[config.mk]
export PLATFORM = sky130hd
export DESIGN_NAME = vga_scan_fetch_flat
export DESIGN_NICKNAME = d
export VERILOG_FILES = /design/src/rtl/vga_pkg.sv /design/src/rtl/vga_scan_fetch_if.sv /design/src/rtl/vga_delay_line.sv /design/src/rtl/vga_scan_fetch.sv /design/src/flat_wrapper.sv
export SDC_FILE = /design/constraint.sdc
export NUM_CORES = 1
export LEC_CHECK = 0
export ABC_AREA = 0
export CELL_PAD_IN_SITES_DETAIL_PLACEMENT = 1
export CELL_PAD_IN_SITES_GLOBAL_PLACEMENT = 1
export CORE_ASPECT_RATIO = 0.75
export CORE_MARGIN = 3
export CORE_UTILIZATION = 38
export DETAILED_ROUTE_END_ITERATION = 10
export PLACE_DENSITY_LB_ADDON = 0.1
export SETUP_SLACK_MARGIN = 0.3
export SLEW_MARGIN = 30
export SYNTH_ARGS = -nofsm -noshare
export SYNTH_HDL_FRONTEND = slang
export SYNTH_SLANG_ARGS = --single-unit
[constraint.sdc]
create_clock -name Clk -period 9.21 [get_ports Clk]
set_input_delay 0.921 -clock Clk [delete_from_list [all_inputs] [get_ports Clk]]
set_output_delay 0.921 -clock Clk [all_outputs]
set_load 0.05 [all_outputs]
[src/rtl/vga_pkg.sv]
// Shared VGA raster definitions.
// Holds the pixel/coordinate types and the 640x480@60 timing constants used by
// the scan/fetch block, the colour mapper and the game logic, plus a small
// range-test helper used by the timing decode.
package vga_pkg;

    typedef logic [4:0] color_idx_t;
    typedef logic [9:0] coord_t;

    // Horizontal timing, in pixels
    localparam int H_VIS   = 640;
    localparam int H_FP    = 16;
    localparam int H_SYNC  = 96;
    localparam int H_BP    = 48;
    localparam int H_TOTAL = H_VIS + H_FP + H_SYNC + H_BP;

    // Vertical timing, in lines
    localparam int V_VIS   = 480;
    localparam int V_FP    = 10;
    localparam int V_SYNC  = 2;
    localparam int V_BP    = 33;
    localparam int V_TOTAL = V_VIS + V_FP + V_SYNC + V_BP;

    // Board window placement and frame-memory geometry
    localparam int WIN_X0  = 193;
    localparam int WIN_Y0  = 120;
    localparam int WIN_W   = 254;
    localparam int WIN_H   = 239;
    localparam int ADDR_W  = 16;
    localparam int RD_LAT  = 2;

    // lo <= v < hi, evaluated in int so the bounds may be any timing constant
    function automatic logic in_range(coord_t v, int lo, int hi);
        return (int'(v) >= lo) && (int'(v) < hi);
    endfunction

endpackage

[src/rtl/vga_scan_fetch_if.sv]
// Frame-memory read port of the raster source.
//   rd    : read strobe (scanner -> memory)
//   addr  : window-relative word address (scanner -> memory)
//   rdata : palette index, valid RD_LAT cycles after the strobe (memory -> scanner)
// master = scanner side, slave = memory side.
interface vga_scan_fetch_if #(
    parameter int ADDR_W = 16
) ();
    import vga_pkg::*;

    logic              rd;
    logic [ADDR_W-1:0] addr;
    color_idx_t        rdata;

    modport master (output rd, output addr, input rdata);
    modport slave  (input rd, input addr, output rdata);

endinterface

[src/rtl/vga_delay_line.sv]
// Generic clearable shift register.
//   Clk, Reset_n : clock, asynchronous active-low clear of every stage
//   d_i          : input word
//   q_o          : d_i delayed by DEPTH cycles
module vga_delay_line #(
    parameter int WIDTH = 1,
    parameter int DEPTH = 1
) (
    input  logic             Clk,
    input  logic             Reset_n,
    input  logic [WIDTH-1:0] d_i,
    output logic [WIDTH-1:0] q_o
);

    logic [DEPTH-1:0][WIDTH-1:0] stage_q;

    always_ff @(posedge Clk or negedge Reset_n) begin
        if (!Reset_n) begin
            stage_q <= '0;
        end else begin
            stage_q[0] <= d_i;
            for (int i = 1; i < DEPTH; i++) begin
                stage_q[i] <= stage_q[i-1];
            end
        end
    end

    assign q_o = stage_q[DEPTH-1];

endmodule

[src/rtl/vga_scan_fetch.sv]
// Raster source: VGA timing counters, board-window frame-memory fetch and the
// alignment pipeline that lines the fetched palette index up with DrawX/DrawY.
//   Clk, Reset_n  : pixel clock, asynchronous active-low reset
//   fb            : frame-memory read port (rd/addr out, rdata in)
//   color         : palette index for the output pixel (0 outside the window)
//   DrawX, DrawY  : output pixel coordinates
//   VGA_HS/VS     : syncs, active low
//   VGA_BLANK_N   : 1 inside the visible area
//   frame_start   : one-cycle pulse when the counters wrap to (0,0), undelayed
module vga_scan_fetch
    import vga_pkg::*;
#(
    parameter int H_VIS  = vga_pkg::H_VIS,
    parameter int H_FP   = vga_pkg::H_FP,
    parameter int H_SYNC = vga_pkg::H_SYNC,
    parameter int H_BP   = vga_pkg::H_BP,
    parameter int V_VIS  = vga_pkg::V_VIS,
    parameter int V_FP   = vga_pkg::V_FP,
    parameter int V_SYNC = vga_pkg::V_SYNC,
    parameter int V_BP   = vga_pkg::V_BP,
    parameter int WIN_X0 = vga_pkg::WIN_X0,
    parameter int WIN_Y0 = vga_pkg::WIN_Y0,
    parameter int WIN_W  = vga_pkg::WIN_W,
    parameter int WIN_H  = vga_pkg::WIN_H,
    parameter int ADDR_W = vga_pkg::ADDR_W,
    parameter int RD_LAT = vga_pkg::RD_LAT
) (
    input  logic              Clk,
    input  logic              Reset_n,
    vga_scan_fetch_if.master  fb,
    output color_idx_t        color,
    output coord_t            DrawX,
    output coord_t            DrawY,
    output logic              VGA_HS,
    output logic              VGA_VS,
    output logic              VGA_BLANK_N,
    output logic              frame_start
);

    localparam int H_TOT = H_VIS + H_FP + H_SYNC + H_BP;
    localparam int V_TOT = V_VIS + V_FP + V_SYNC + V_BP;
    // {h, v, hs_act, vs_act, vis, win}
    localparam int PIPE_W = 2 * $bits(coord_t) + 4;

    coord_t            h_cnt_q, h_cnt_d;
    coord_t            v_cnt_q, v_cnt_d;
    logic [ADDR_W-1:0] line_base_q, line_base_d;
    logic              started_q;

    logic end_of_line, end_of_frame;
    logic win_row, win_col, win0, hs_act0, vs_act0, vis0;

    logic [PIPE_W-1:0] pipe_in, pipe_rl;
    logic [PIPE_W-2:0] out_q;
    color_idx_t        color_q;
    logic              hs_act_out, vs_act_out;

    // Stage-0 decode straight from the counter registers
    assign end_of_line  = (int'(h_cnt_q) == H_TOT - 1);
    assign end_of_frame = (int'(v_cnt_q) == V_TOT - 1);
    assign win_row      = in_range(v_cnt_q, WIN_Y0, WIN_Y0 + WIN_H);
    assign win_col      = in_range(h_cnt_q, WIN_X0, WIN_X0 + WIN_W);
    assign win0         = win_row && win_col;
    assign hs_act0      = in_range(h_cnt_q, H_VIS + H_FP, H_VIS + H_FP + H_SYNC);
    assign vs_act0      = in_range(v_cnt_q, V_VIS + V_FP, V_VIS + V_FP + V_SYNC);
    assign vis0         = in_range(h_cnt_q, 0, H_VIS) && in_range(v_cnt_q, 0, V_VIS);

    // Row-major address built from a running line base, so no multiplier
    assign fb.rd   = win0;
    assign fb.addr = win0 ? (line_base_q + ADDR_W'(h_cnt_q - coord_t'(WIN_X0))) : '0;

    // The first cycle after reset sits at (0,0) but is not a frame wrap
    assign frame_start = started_q && (h_cnt_q == '0) && (v_cnt_q == '0);

    always_comb begin
        h_cnt_d     = end_of_line ? '0 : h_cnt_q + coord_t'(1);
        v_cnt_d     = v_cnt_q;
        line_base_d = line_base_q;
        if (end_of_line) begin
            v_cnt_d = end_of_frame ? '0 : v_cnt_q + coord_t'(1);
            if (end_of_frame) begin
                line_base_d = '0;
            end else if (win_row) begin
                line_base_d = line_base_q + ADDR_W'(WIN_W);
            end
        end
    end

    // Syncs travel as active-high flags so a cleared pipeline reads as
    // "sync inactive" and the outputs come up high during reset.
    assign pipe_in = {h_cnt_q, v_cnt_q, hs_act0, vs_act0, vis0, win0};

    // First RD_LAT stages: window flag arrives together with fb.rdata
    vga_delay_line #(
        .WIDTH (PIPE_W),
        .DEPTH (RD_LAT)
    ) u_align (
        .Clk     (Clk),
        .Reset_n (Reset_n),
        .d_i     (pipe_in),
        .q_o     (pipe_rl)
    );

    always_ff @(posedge Clk or negedge Reset_n) begin
        if (!Reset_n) begin
            h_cnt_q     <= '0;
            v_cnt_q     <= '0;
            line_base_q <= '0;
            started_q   <= 1'b0;
            out_q       <= '0;
            color_q     <= '0;
        end else begin
            h_cnt_q     <= h_cnt_d;
            v_cnt_q     <= v_cnt_d;
            line_base_q <= line_base_d;
            started_q   <= 1'b1;
            // Final stage: coordinates/syncs and the captured read word
            out_q       <= pipe_rl[PIPE_W-1:1];
            color_q     <= pipe_rl[0] ? fb.rdata : '0;
        end
    end

    assign {DrawX, DrawY, hs_act_out, vs_act_out, VGA_BLANK_N} = out_q;
    assign VGA_HS = ~hs_act_out;
    assign VGA_VS = ~vs_act_out;
    assign color  = color_q;

endmodule
[src/flat_wrapper.sv]
// flat-port wrapper written by rule: the top's interface ports become plain ports
module vga_scan_fetch_flat import vga_pkg::*;
#(
    parameter int H_VIS  = vga_pkg::H_VIS,
    parameter int H_FP   = vga_pkg::H_FP,
    parameter int H_SYNC = vga_pkg::H_SYNC,
    parameter int H_BP   = vga_pkg::H_BP,
    parameter int V_VIS  = vga_pkg::V_VIS,
    parameter int V_FP   = vga_pkg::V_FP,
    parameter int V_SYNC = vga_pkg::V_SYNC,
    parameter int V_BP   = vga_pkg::V_BP,
    parameter int WIN_X0 = vga_pkg::WIN_X0,
    parameter int WIN_Y0 = vga_pkg::WIN_Y0,
    parameter int WIN_W  = vga_pkg::WIN_W,
    parameter int WIN_H  = vga_pkg::WIN_H,
    parameter int ADDR_W = vga_pkg::ADDR_W,
    parameter int RD_LAT = vga_pkg::RD_LAT
)
  (Clk, Reset_n, color, DrawX, DrawY, VGA_HS, VGA_VS, VGA_BLANK_N, frame_start, fb_rd, fb_addr, fb_rdata);
  vga_scan_fetch_if #(.ADDR_W(ADDR_W)) fb_i ();
  input  logic Clk;
  input  logic Reset_n;
  output color_idx_t color;
  output coord_t DrawX;
  output coord_t DrawY;
  output logic VGA_HS;
  output logic VGA_VS;
  output logic VGA_BLANK_N;
  output logic frame_start;
  output wire logic [$bits(fb_i.rd)-1:0] fb_rd;
  output wire logic [$bits(fb_i.addr)-1:0] fb_addr;
  input wire logic [$bits(fb_i.rdata)-1:0] fb_rdata;
  assign fb_rd = fb_i.rd;
  assign fb_addr = fb_i.addr;
  assign fb_i.rdata = fb_rdata;
  vga_scan_fetch #(.H_VIS(H_VIS), .H_FP(H_FP), .H_SYNC(H_SYNC), .H_BP(H_BP), .V_VIS(V_VIS), .V_FP(V_FP), .V_SYNC(V_SYNC), .V_BP(V_BP), .WIN_X0(WIN_X0), .WIN_Y0(WIN_Y0), .WIN_W(WIN_W), .WIN_H(WIN_H), .ADDR_W(ADDR_W), .RD_LAT(RD_LAT)) u_core (.Clk(Clk), .Reset_n(Reset_n), .fb(fb_i), .color(color), .DrawX(DrawX), .DrawY(DrawY), .VGA_HS(VGA_HS), .VGA_VS(VGA_VS), .VGA_BLANK_N(VGA_BLANK_N), .frame_start(frame_start));
endmodule
==> implementation parameters <==
Parameter                              Value

Status
  Status    complete, no violations

Floorplan
  I/O Pins    between 50 and 60
  Die extent in x    approximately 140 um
  Starting density of the core    a little under 40%
  Floorplan core area    13,300 um^2
  Number of rows created at floorplan    36
  Floorplan die height    between 100 and 150 um
  Die Outline Area    15,300 um^2

Setup path
  Category of the critical setup timing path    reg2out
  Arrival time of the worst setup path    roughly 4.6 ns
  Largest stage delay on the critical path    0.70 ns
  Crit-path max FO    10
  Slowest-stage cell, CP    sky130_fd_sc_hd__clkdlybuf4s50_1
  R2r endpoint    u_core.line_base_q[6]
  Endpoint type of the worst setup path    output pin
  Launch point of the worst path    u_core.h_cnt_q[2]
  Most used cell along the critical path    sky130_fd_sc_hd__a21oi_1
  Ordered cell list for the critical path    nor4_2, a21oi_1, nor3_1, ha_1, a21oi_1, nand2_1, or3_1, o21ai_0, mux2_2, clkdlybuf4s50_1
  Slack of the worst reg-to-reg path    about 6.6 ns
  Required time worst endpoint    ~8.3 ns
  Worst-case reg-to-reg path depth    5
  Category of the worst setup path launch point    flip-flop
  FF-to-FF Start    u_core.h_cnt_q[9]

Clock network
  Clock latency of the later-clocked register in the worst-skew pair    ~0.35 ns
  TritonCTS clock tree    built
  Setup Buffers After CTS    0
  Number of sinks driven by the clock tree    about 110
  Cells resized by post-CTS repair    0
  Clk slew on worst S/H paths    roughly 0.08 ns
  Total number of H-tree levels    3
  Post-CTS Hold Fix Bufs    0
  Root Buffer    sky130_fd_sc_hd__clkbuf_16
  Maximum root-to-sink buffer count    2
  Number of clock buffers inserted by TritonCTS    9

Timing
  Time the worst path needs with I/O delays and setup    5.51 ns
  Max_slew headroom    approximately half
  Final Max Tran Viols    0
  Sum of negative setup slack    0 ns
  Worst-margin pin slew    slightly above 0.7 ns
  Maximum clock frequency    approximately 180 MHz
  Final setup violating endpoints    0
  Number of endpoints with negative hold slack in the final report    0
  Worst Hold Slack    0.349 ns
  Worst clock skew    ~0.010 ns
  Post-route fraction of the period consumed by the critical path    59.8%
  Setup repair after global routing missed its margin    false

Global route
  Largest net degree at the start of global routing    a little over 60
  Vias in the first global route    ~3,800
  Global route overflow    0
  Wire length of the first global-routing pass    about 20,000 um
  Number of antenna violations at the first check in global routing    0
  Total routing usage reported by global routing    16.4%

Yosys
  Warnings, synthesis    0
  Syn Std Cell Area    5270 um^2
  Sequential fraction of the synthesis area    a little over half
  Most numerous cell in the Yosys netlist    sky130_fd_sc_hd__dfrtp_1
  Number of synthesized flops with an enable pin    0
  Cells taking the most area after synthesis    sky130_fd_sc_hd__dfrtp_1 53%, sky130_fd_sc_hd__ha_1 5.5%, sky130_fd_sc_hd__buf_4 3.0%
  Cell type with the largest total area after synthesis    sky130_fd_sc_hd__dfrtp_1
  Portion of synthesized cell area occupied by the leading cell type    between 50% and 60%
  Synthesized netlist cell count    478
  Most frequently used flop master after synthesis    sky130_fd_sc_hd__dfrtp_1
  Most numerous cell types in the synthesized netlist    112 x sky130_fd_sc_hd__dfrtp_1, 35 x sky130_fd_sc_hd__nand2_1, 32 x sky130_fd_sc_hd__nor2_1
  Unique cell type count in the Yosys netlist    73
  Synth Area per Inst    between 10 and 15 um^2
  Flop and latch count out of synthesis    about 110
  Fraction of registers with async set or reset after synthesis    100%

Pwr
  Sw Pwr    between 0.0002 and 0.00025 W
  Combinational group share of total power    ~1.3%
  Reg power frac    53.3%
  Worst IR Drop VDD    0.0896 mV
  Power share of the clock group    45.4%
  Fraction of power spent switching nets    about 23%
  Pleak    2.71 nW
  Power density over cell area    151 nW/um^2
  Internal Power    0.000713 W

Worst hold path
  Worst hold path stage count    0
  Hold/Removal Path Class    reg2reg
  Hold Path Origin    u_core.u_align.q_o[19]
  Capture endpoint of the worst hold path    u_core.out_q[18]

Routing
  Wire length after detailed routing    between 10,000 and 15,000 um
  Via Count    3,710
  Remaining antenna violation count    0
  Pre-Repair DR Iteration Count    4
  Routed via count divided by cell count    5.44
  Remaining routing DRC violations    0
  Detailed-route wire length per cell    17.4 um
  Violation count after the first detailed-route iteration    174

Cells and area
  Layout cell share with drive strength beyond 1    ~8.4%
  Core occupancy in the finished layout    between 40% and 50%
  Final antenna diode count    0
  Final net count    537
  Growth of design area from synthesis to finish    16.0%

Flow run
  Number of maximum-capacitance violations    0

Placed design
  Detailed placement HPWL    roughly 8300 um
  Port buffer count    between 50 and 60
  Gp weighted congestion    roughly 0.80
-- logic make-up after synthesis --
| kind of cell | synth area share (%) |
|---|---|
| other cells | 0.0712 |
| simple gates | 16.8 |
| buf+inv | 5.79 |
| fa+ha+maj | 5.84 |
| xor+xnor | 3.32 |
| flops | 53.2 |
| compound gates | 13.7 |
| mux | 1.26 |
-- layer usage --
metal | GRT usage (%) | vias to the layer above | share of wire, %
met4 | 4.25 | 0 | 1.0
met1 | 24.4 | 1886 | 51
met5 | 0 | - | 0
met3 | 3.14 | 9 | 2.7
li1 | - | 1760 | -
met2 | 24.8 | 55 | 45
-- worst max-delay path by stage --
stage | endpoint | slack (ns) | cells after the start
floorplan | fb_addr[11] | 4.83 | 10
global placement | fb_addr[14] | 4.26 | 10
detailed placement | fb_addr[14] | 4.07 | 10
CTS | fb_addr[14] | 3.68 | 10
global route | fb_addr[14] | 3.32 | 10
finish | fb_addr[14] | 3.70 | 10
-- cell usage in the layout (no fill, tap or decap), drive strengths merged, types with 7 or more instances in the layout --
cell type / n
a21oi: 17
a31oi: 9
and2: 7
and3: 7
clkbuf: 9
clkdlybuf4s50: 51
dfrtp: 112
ha: 23
inv: 17
nand2: 37
nand3: 13
nor2: 33
nor3: 14
nor4: 10
o211ai: 7
o21ai: 27
xnor2: 13
xor2: 7
-- flip-flops by register name, summed over array words and instances (netlist names) --
signal                  flops
u_core.u_align.q_o         24
u_core.u_align.stage_q     24
u_core.out_q               23
u_core.line_base_q         15
u_core.h_cnt_q             10
u_core.v_cnt_q             10
u_core.color                5
u_core.started_q            1
-- worst max-delay path, delay by kind of cell (launching register included) --
family	cells	cell delay (ns)
flops	1	0.51
compound gates	3	0.71
fa+ha+maj	1	0.41
mux	1	0.35
buf+inv	1	0.70
simple gates	4	1.54
-- layout make-up --
cell class / instances / area (um^2)
clock buffer: 9 / 225
clock inverter: 7 / 101
fill: 1446 / 7180
inverter: 16 / 60.1
multi-input combinational: 313 / 2170
sequential: 112 / 2800
tap: 171 / 214
timing repair buffer: 54 / 533
-- per-stage QoR --
step / cells / total power (W) / setup slack, ns / area [um^2]
2_1_floorplan: 479 / 0.000502 / 4.83 / 5270
3_3_place_gp: 666 / 0.000514 / 4.26 / 5780
3_5_place_dp: 666 / 0.000514 / 4.07 / 5780
4_1_cts: 682 / 0.000937 / 3.68 / 6110
5_1_grt: 682 / 0.000960 / 3.32 / 6110
6_report: 682 / 0.000922 / 3.70 / 6110
-- power by group through the flow --
stage | Sequential, W | Clock [W] | Combinational (W)
after global placement | 0.000501 | 0 | 0.0000128
after floorplan | 0.000501 | 0 | 0.000000224
after CTS | 0.000491 | 0.000433 | 0.0000130
after detailed placement | 0.000501 | 0 | 0.0000130
after global routing | 0.000492 | 0.000454 | 0.0000143
final | 0.000491 | 0.000418 | 0.0000120
Note: power is estimated with default switching activity, not from simulation.
